===== config.mk =====
export PLATFORM = sky130hd
export DESIGN_NAME = emergency_preempt_arbiter
export DESIGN_NICKNAME = d
export VERILOG_FILES = /design/src/rtl/emergency_preempt_arbiter.sv
export SDC_FILE = /design/constraint.sdc
export NUM_CORES = 1
export LEC_CHECK = 0
export BUFFER_PORTS_ARGS = -buffer_cell sky130_fd_sc_hd__buf_2
export CAP_MARGIN = 20
export CORE_UTILIZATION = 45
export DETAILED_ROUTE_END_ITERATION = 12
export PLACE_DENSITY_LB_ADDON = 0.12
export SETUP_SLACK_MARGIN = 0.4
export SLEW_MARGIN = 20
export SYNTH_ARGS = -nofsm -noshare
export SYNTH_HDL_FRONTEND = slang
export SYNTH_SLANG_ARGS = --single-unit

===== constraint.sdc =====
create_clock -name clk -period 1.7 [get_ports clk]
set_input_delay 0.17 -clock clk [delete_from_list [all_inputs] [get_ports clk]]
set_output_delay 0.17 -clock clk [all_outputs]
set_load 0.01 [all_outputs]

===== src/rtl/emergency_preempt_arbiter.sv =====
// Emergency-vehicle preemption controller for the traffic-light controller.
// Per-lane emergency requests are latched per direction and served round-robin.
// Each grant gets an all-red clearance, then a green hold with bounded extensions.
// While the hold is active the block overrides normal phasing through laneOutput.
module emergency_preempt_arbiter #(
   parameter int NUM_DIRS      = 4,
   parameter int LANES_PER_DIR = 2,
   parameter int TIME_W        = 7,
   parameter int HOLD_TIME     = 4,
   parameter int CLEAR_TIME    = 2,
   parameter int MAX_EXT       = 2,
   parameter int DIR_W         = (NUM_DIRS > 1) ? $clog2(NUM_DIRS) : 1
) (
   input  logic                                  clk,
   input  logic                                  reset,
   input  logic                                  tick,
   input  logic [0:NUM_DIRS*LANES_PER_DIR-1]     emergencyLane,
   output logic [0:NUM_DIRS*LANES_PER_DIR-1]     laneOutput,
   output logic                                  loadCommand,
   output logic [TIME_W-1:0]                     loadTime,
   output logic                                  active,
   output logic [DIR_W-1:0]                      activeDir
);

   localparam int NL = NUM_DIRS * LANES_PER_DIR;

   localparam logic [TIME_W-1:0] HOLD_VAL  = TIME_W'(HOLD_TIME);
   localparam logic [TIME_W-1:0] CLEAR_VAL = TIME_W'(CLEAR_TIME);
   localparam logic [TIME_W-1:0] EXT_MAX   = TIME_W'(MAX_EXT);
   localparam logic [TIME_W-1:0] ONE       = TIME_W'(1);

   // Timer values must fit in the TIME_W-bit counter, and a grant needs a nonzero hold
   generate
      if (HOLD_TIME < 1 || HOLD_TIME >= (1 << TIME_W) ||
          CLEAR_TIME < 0 || CLEAR_TIME >= (1 << TIME_W) ||
          MAX_EXT < 0 || MAX_EXT >= (1 << TIME_W)) begin : g_bad_params
         $error("emergency_preempt_arbiter: HOLD_TIME, CLEAR_TIME or MAX_EXT out of range for TIME_W");
      end
   endgenerate

   typedef enum logic [1:0] {
      IDLE,
      CLEAR,
      GRANT
   } state_t;

   state_t              state;
   logic [NUM_DIRS-1:0] pending;
   logic [NUM_DIRS-1:0] next_pending;
   logic [NUM_DIRS-1:0] dir_req;
   logic [DIR_W-1:0]    rr_ptr;
   logic [DIR_W-1:0]    rr_next;
   logic [DIR_W-1:0]    winner;
   logic [DIR_W:0]      search_idx;
   logic                found;
   logic                any_pending;
   logic [TIME_W-1:0]   cnt;
   logic [TIME_W-1:0]   ext;
   logic                hold_expiring;
   logic                extend;
   logic                grant_done;

   // Lane mask covering every lane of one direction
   function automatic logic [0:NL-1] dir_mask(input logic [DIR_W-1:0] dir);
      logic [0:NL-1] m;
      m = '0;
      for (int i = 0; i < NL; i++) begin
         if ((i / LANES_PER_DIR) == int'(dir)) begin
            m[i] = 1'b1;
         end
      end
      return m;
   endfunction

   // A direction requests when any of its lanes does
   always_comb begin
      dir_req = '0;
      for (int d = 0; d < NUM_DIRS; d++) begin
         for (int l = 0; l < LANES_PER_DIR; l++) begin
            dir_req[d] = dir_req[d] | emergencyLane[d*LANES_PER_DIR + l];
         end
      end
   end

   // Round-robin search over pending, starting at rr_ptr and wrapping
   always_comb begin
      winner     = '0;
      found      = 1'b0;
      search_idx = '0;
      for (int k = 0; k < NUM_DIRS; k++) begin
         search_idx = {1'b0, rr_ptr} + (DIR_W+1)'(k);
         if (search_idx >= (DIR_W+1)'(NUM_DIRS)) begin
            search_idx = search_idx - (DIR_W+1)'(NUM_DIRS);
         end
         if (!found && pending[search_idx[DIR_W-1:0]]) begin
            found  = 1'b1;
            winner = search_idx[DIR_W-1:0];
         end
      end
   end

   assign any_pending   = |pending;
   assign hold_expiring = (state == GRANT) && tick && (cnt == ONE);
   assign extend        = hold_expiring && dir_req[activeDir] && (ext < EXT_MAX);
   assign grant_done    = hold_expiring && !extend;
   assign rr_next       = (activeDir == DIR_W'(NUM_DIRS-1)) ? '0 : activeDir + DIR_W'(1);

   // Pending requests stick until served; a still-asserted request survives its own grant end
   always_comb begin
      next_pending = pending;
      if (grant_done) begin
         next_pending[activeDir] = 1'b0;
      end
      next_pending = next_pending | dir_req;
   end

   // Main controller: request latching, arbitration, clearance and hold timing, registered outputs
   always_ff @(posedge clk) begin
      if (reset) begin
         state       <= IDLE;
         laneOutput  <= '0;
         loadCommand <= 1'b0;
         loadTime    <= '0;
         active      <= 1'b0;
         activeDir   <= '0;
         pending     <= '0;
         rr_ptr      <= '0;
         cnt         <= '0;
         ext         <= '0;
      end else begin
         pending     <= next_pending;
         loadCommand <= 1'b0;
         loadTime    <= '0;
         case (state)
            IDLE: begin
               laneOutput <= '0;
               active     <= 1'b0;
               if (any_pending) begin
                  activeDir <= winner;
                  active    <= 1'b1;
                  if (CLEAR_TIME == 0) begin
                     state       <= GRANT;
                     cnt         <= HOLD_VAL;
                     ext         <= '0;
                     loadCommand <= 1'b1;
                     loadTime    <= HOLD_VAL;
                     laneOutput  <= dir_mask(winner);
                  end else begin
                     state <= CLEAR;
                     cnt   <= CLEAR_VAL;
                  end
               end
            end
            CLEAR: begin
               if (tick) begin
                  if (cnt == ONE) begin
                     state       <= GRANT;
                     cnt         <= HOLD_VAL;
                     ext         <= '0;
                     loadCommand <= 1'b1;
                     loadTime    <= HOLD_VAL;
                     laneOutput  <= dir_mask(activeDir);
                  end else begin
                     cnt <= cnt - ONE;
                  end
               end
            end
            GRANT: begin
               if (tick) begin
                  if (extend) begin
                     cnt         <= HOLD_VAL;
                     ext         <= ext + ONE;
                     loadCommand <= 1'b1;
                     loadTime    <= HOLD_VAL;
                  end else if (grant_done) begin
                     state      <= IDLE;
                     laneOutput <= '0;
                     active     <= 1'b0;
                     activeDir  <= '0;
                     rr_ptr     <= rr_next;
                     cnt        <= '0;
                     ext        <= '0;
                  end else begin
                     cnt <= cnt - ONE;
                  end
               end
            end
            default: begin
               state <= IDLE;
            end
         endcase
      end
   end

endmodule

## Word-level counts from Yosys, hierarchy flattened

Cells that the tools add are included.

| operators by class | value |
|---|---|
| add/subtract/negate cells | 10 |
| magnitude comparators | 11 |
| equal/unequal tests | 14 |
| muxes and demuxes | 72 |
| bitwise operators | 8 |
| reduce and logical (&&, ||, !) cells | 26 |

Operators with widths:

| operator | count |
|---|---|
| 7-bit 2-to-1 mux | 11 |
| 8-bit 2-to-1 mux | 5 |
| 2-bit 2-to-1 mux | 16 |
| 8-bit case mux with 3 select lines | 1 |
| 1-bit 2-to-1 mux | 21 |
| 7-bit case mux with 3 select lines | 1 |
| 2-bit by 3-bit < comparator with 1-bit output, second input constant | 5 |
| 7-bit case mux with 2 select lines | 1 |
| 3-bit 2-to-1 mux | 4 |
| 2-bit inequality test, second input constant | 6 |
| 4-bit AND reduction | 3 |
| 6-bit AND reduction | 2 |
| 1-bit binary-select mux with 2-bit select | 5 |
| 5-bit AND reduction | 2 |
| 3-bit >= comparator, second input constant | 3 |
| 1-bit logical AND | 9 |
| 2-bit by 1-bit subtractor with 2-bit output, second input constant | 4 |
| 7-bit by 1-bit adder with 7-bit output, second input constant | 1 |
| 7-bit by 1-bit equality test with 1-bit output, second input constant | 1 |
| 7-bit by 2-bit < comparator with 1-bit output, second input constant | 1 |
| 7-bit by 1-bit subtractor with 7-bit output, second input constant | 1 |
| 2-bit by 2-bit adder with 3-bit output, second input constant | 2 |
| 2-bit case mux with 3 select lines | 1 |
| 3-bit case mux with 2 select lines | 1 |
| 23 further kinds | 34 |

| word-level totals | value |
|---|---|
| bits in registers | 41 |
| bits of input ports | 11 |
| output and inout port bits | 19 |
| word-level logic and storage cells | 151 |

## Longest topological paths before layout

| depth | value |
|---|---|
| depth in word-level cells | 16 |
| gate-level depth with buffers | 8 |
| gate-level depth less buffers | 7 |

## Worst setup path before layout

No wires, ideal clock.

| timing path | value |
|---|---|
| path kind | reg2reg |
| start point | reg cnt[1] |
| end point | reg cnt[5] |
| setup time | 74 ps |
| arrival | 1797 ps |
| required time | 1626 ps |
| setup slack | -172 ps |
| cell stages (with the launch flop) | 9 |
| buffers on the path | 1 |
| period minus slack after synthesis | 1872 ps |
| path through | dfxtp_1 inv_1 ha_1 nor2b_1 clkbuf_1 a21oi_1 nor3b_1 o21ai_0 a31oi_1 |

| between the ends | value |
|---|---|
| longest elaborated chain between the ends | 10 |
| elaborated cells between the ends (all ways) | 13 |
| those cells by class | add/sub (1); eq/ne (1); mux (6); reduce/logical (5) |

RTL lines:

| item | RTL line | text |
|---|---|---|
| start, declared | 57 | `logic [TIME_W-1:0] cnt;` |
| start signal, assigned | 164 | `cnt <= cnt - ONE;` |
| start signal, assigned | 184 | `cnt <= cnt - ONE;` |
| parallel branches: the longest is 9 deep, another holds 7-bit by 1-bit subtractor with 7-bit output | n/a |  |
| 7-bit case mux with 3 select lines (*) | 134 | `case (state)` |

Mark *: on every way between the ends. The select of a mux whose other input is x is not followed.
A chain may end at the register's enable or synchronous reset.

## Worst setup path in the final report

| timing path | value |
|---|---|
| start point | reg activeDir[0] |
| end point | reg state[0] |

| between the ends | value |
|---|---|
| longest elaborated chain between the ends | 8 |
| elaborated cells between the ends (all ways) | 9 |
| those cells by class | eq/ne (2); mux (2); reduce/logical (5) |

RTL lines:

| item | RTL line | text |
|---|---|---|
| start, declared | 22 | `output logic [DIR_W-1:0] activeDir` |
| start signal, assigned | 139 | `activeDir <= winner;` |
| 1-bit binary-select mux with 2-bit select (*) | 104 | `assign extend = hold_expiring && dir_req[activeDir] && (ext < EXT_MAX);` |
| 1-bit 2-to-1 mux (not written as such) (*) | 104 |  |
| 1-bit logical AND (*) (2 in a row) | 104 |  |
| 1-bit zero test | 105 | `assign grant_done = hold_expiring && !extend;` |
| 1-bit logical AND | 105 |  |
| 2-bit inequality test (no line) | n/a |  |
| 6-bit AND reduction (no line) (*) | n/a |  |
| end signal, assigned | 120 | `state <= IDLE;` |
| end signal, assigned | 142 | `state <= GRANT;` |
| end signal, assigned | 149 | `state <= CLEAR;` |
| end, declared | 47 | `state_t state;` |

Every way passes the cells marked *; elsewhere a longest branch is shown, timed or not. The select of a mux whose other input is x is not followed.

==> flow_summary.json <==
{
  "drt-wirelength-per-cell_um": 14.6,
  "dr.first_iter.drc_count": 76,
  "cts-root-buf": "clkbuf_8",
  "setup_slack_ns": -0.0353,
  "drt-total-wl_um": 4440,
  "critPathLaunchType": "flop",
  "start_util": 0.469,
  "power_density_mw_per_mm2": 1380,
  "synth_ff_type": "dfxtp_1",
  "areaGrowthSynthToFinish_pct": 43.5,
  "grt_max_degree": 28,
  "clockBufferDepth": 2,
  "post-route-drc-count": 0,
  "fp-row-count": 22,
  "ir_worst_vdd_mv": 0.816,
  "grt-ovfl-total": 0,
  "final_nets": 279,
  "timing.fmax_ghz": 0.576,
  "cts_tree": "done",
  "r2r_setup_slack_ns": -0.04,
  "path_max_fanout": 5,
  "whs_path_depth": 3,
  "hold_start": "emergencyLane[0]",
  "die-width_um": 63.7,
  "vias_per_cell": 5.33,
  "switching_share": 0.386,
  "period_share": 1.02,
  "clk_latency_ns": 0.28,
  "setup_viol": 9,
  "n_fill_cell": 279,
  "die_h_um": 63.7,
  "crit_path_end_kind": "flop",
  "synth_top_cells_by_count": "30 x dfxtp_1, 22 x nor2_1, 13 x a21oi_1",
  "holdPathEnd": "pending[0]",
  "r2r_start": "activeDir[0]",
  "finalHoldViolations": 0,
  "ctsHoldBuffers": 0,
  "drive_gt1_frac": 0.459,
  "yosysTopAreaCell": "dfxtp_1",
  "synth_cell_type_count": 46,
  "ant_nets": 0,
  "syn_area_sq_mm": 0.00172,
  "violations": "negative setup slack",
  "synth-seq-cells": 30,
  "clock_power_share": 0.157,
  "worstSetupPathType": "reg -> reg",
  "synthesis.instances": 197,
  "p_leak_nw": 1.06,
  "grt_pass1_vias": 1597,
  "ctsHtreeMaxLevel": 2,
  "io_buffers": 23,
  "die_area_sq_mm": 0.00406,
  "status": "complete, but fails checks",
  "arrival_ns": 1.89,
  "grt_setup_unrepaired": "true",
  "post-synth-top-count-cell": "dfxtp_1",
  "io-pin-count": 30,
  "ys_seq_area_frac": 0.350,
  "vias": 1626,
  "clock_skew_ns": 0.00511,
  "required_ns": 1.85,
  "grt_first_pass_wirelength_um": 7360,
  "hp-class": "in -> reg",
  "ys_top_cells_by_area": "dfxtp_1 35%, ha_1 8.0%, buf_4 4.8%, nor2_1 4.8%, mux2i_1 4.1%",
  "clkTransAtPathRegs_ns": 0.06,
  "p_sw_mw": 1.31,
  "dpl.hpwl_um": 3010,
  "cts_buffers": 5,
  "synth-edff-count": 0,
  "grt_use_total": 0.236,
  "gp_congestion": 0.882,
  "pre_cts_ws_ns": -0.0693,
  "dr.pass1.iters": 4,
  "worstReg2RegEnd": "state[0]",
  "antenna_cells": 0,
  "period_needed_ns": 1.74,
  "power_frac_comb": 0.567,
  "synth.top_cell.area_share": 0.350,
  "async_flop_share": 0,
  "antenna_found_initial": 0,
  "syn_avg_cell_area_sq_um": 8.71,
  "power_frac_seq": 0.276,
  "power_mw": 3.40,
  "reg2reg_depth": 6,
  "p_int_mw": 2.09,
  "coreArea_sq_mm": 0.00366,
  "yosys_warnings": 0,
  "cts_sinks": 30,
  "drv_slew": 0,
  "maxCapViolations": 0
}
worst max-delay path: stages, from the launching register on:
cell and delay [ns]:
dfxtp_4 0.35, inv_4 0.05, mux4_2 0.55, nor3_4 0.29, buf_4 0.18, o31a_1 0.15, nor3_1 0.04
per-stage QoR:
step                      utilization  hold slack [ns]  setup TNS (ns)  instances  instance area (sq um)
after floorplan                     -            0.328          -0.155        202                   1800
after global placement          0.571            0.445         -0.0267        287                   2090
after detailed placement        0.571            0.452          -0.229        287                   2090
after CTS                       0.656            0.174               0        302                   2400
after global routing            0.672            0.190           -1.35        305                   2460
final                           0.672            0.158          -0.204        305                   2460
what timing repair did:
action | in CTS | in global routing
pin swaps | 15 | 10
setup buffers | 8 | 3
endpoints found under the setup margin | 30 | 30
gates cloned | 0 | 0
gates resized for setup | 41 | 9
layer usage:
| metal | global-route usage | routed length [um] | share of wire | up-vias |
|---|---|---|---|---|
| met5 | 0 | 0 | 0 | - |
| met4 | 0.0994 | 83 | 0.019 | 0 |
| met3 | 0.0500 | 142 | 0.032 | 7 |
| met2 | 0.380 | 2220 | 0.50 | 41 |
| met1 | 0.303 | 2000 | 0.45 | 777 |
| li1 | - | - | - | 801 |
cell type report:
class | instances | area [sq um] | share of cell area
Sequential cell | 30 | 618 | 0.251
Multi-Input combinational cell | 144 | 1190 | 0.486
Tap cell | 48 | 60.1 | 0.0244
Clock buffer | 7 | 76.3 | 0.0310
Timing Repair Buffer | 64 | 462 | 0.188
Inverter | 12 | 50.0 | 0.0203
placed cells by master, fill, tap and decap left out, types with 5 or more instances in the layout:
cell / n
a31oi_1: 8
mux2i_1: 7
buf_4: 33
dfxtp_2: 5
conb_1: 6
a21oi_1: 10
ha_1: 7
clkbuf_8: 5
dfxtp_1: 22
inv_1: 8
nor2_1: 18
buf_2: 23
buf_6: 7
nand2b_1: 6
nand2_1: 9
how the worst max path moves through the flow:
stage                            start            end  slack [ns]  cells after the start
after global placement    activeDir[0]         ext[5]      -0.009                      5
after global routing      activeDir[0]  laneOutput[6]       -0.11                      6
final                     activeDir[0]       state[0]       -0.04                      6
after floorplan                 cnt[5]       state[1]       -0.06                      5
after detailed placement        cnt[1]         cnt[5]       -0.07                      8
after CTS                 activeDir[0]   activeDir[1]       0.008                      5
cell families after synthesis:
family	count (synthesis)	synth area share
AO/OA/AOI/OAI	45	0.174
XOR/XNOR	2	0.0102
adder cells (fa/ha/maj)	11	0.0802
buffers and inverters	28	0.0853
flip-flops	30	0.350
multiplexers	10	0.0671
other	1	0.00219
AND/OR/NAND/NOR	70	0.230
power by group through the flow:
stage | sequential (mW) | clock, mW | combinational (mW)
6_report | 0.939 | 0.532 | 1.93
5_1_grt | 0.953 | 0.579 | 2.08
4_1_cts | 0.937 | 0.547 | 1.73
3_5_place_dp | 0.915 | 0 | 1.42
3_3_place_gp | 0.907 | 0 | 1.40
2_1_floorplan | 0.942 | 0 | 0.886
sequential cells by signal, summed over array words and instances, names as in the netlist:
name	cells
activeDir	2
active	1
cnt	7
state	2
laneOutput	4
ext	7
loadCommand	1
rr_ptr	2
pending	4
(Power assumes the default switching activity.)
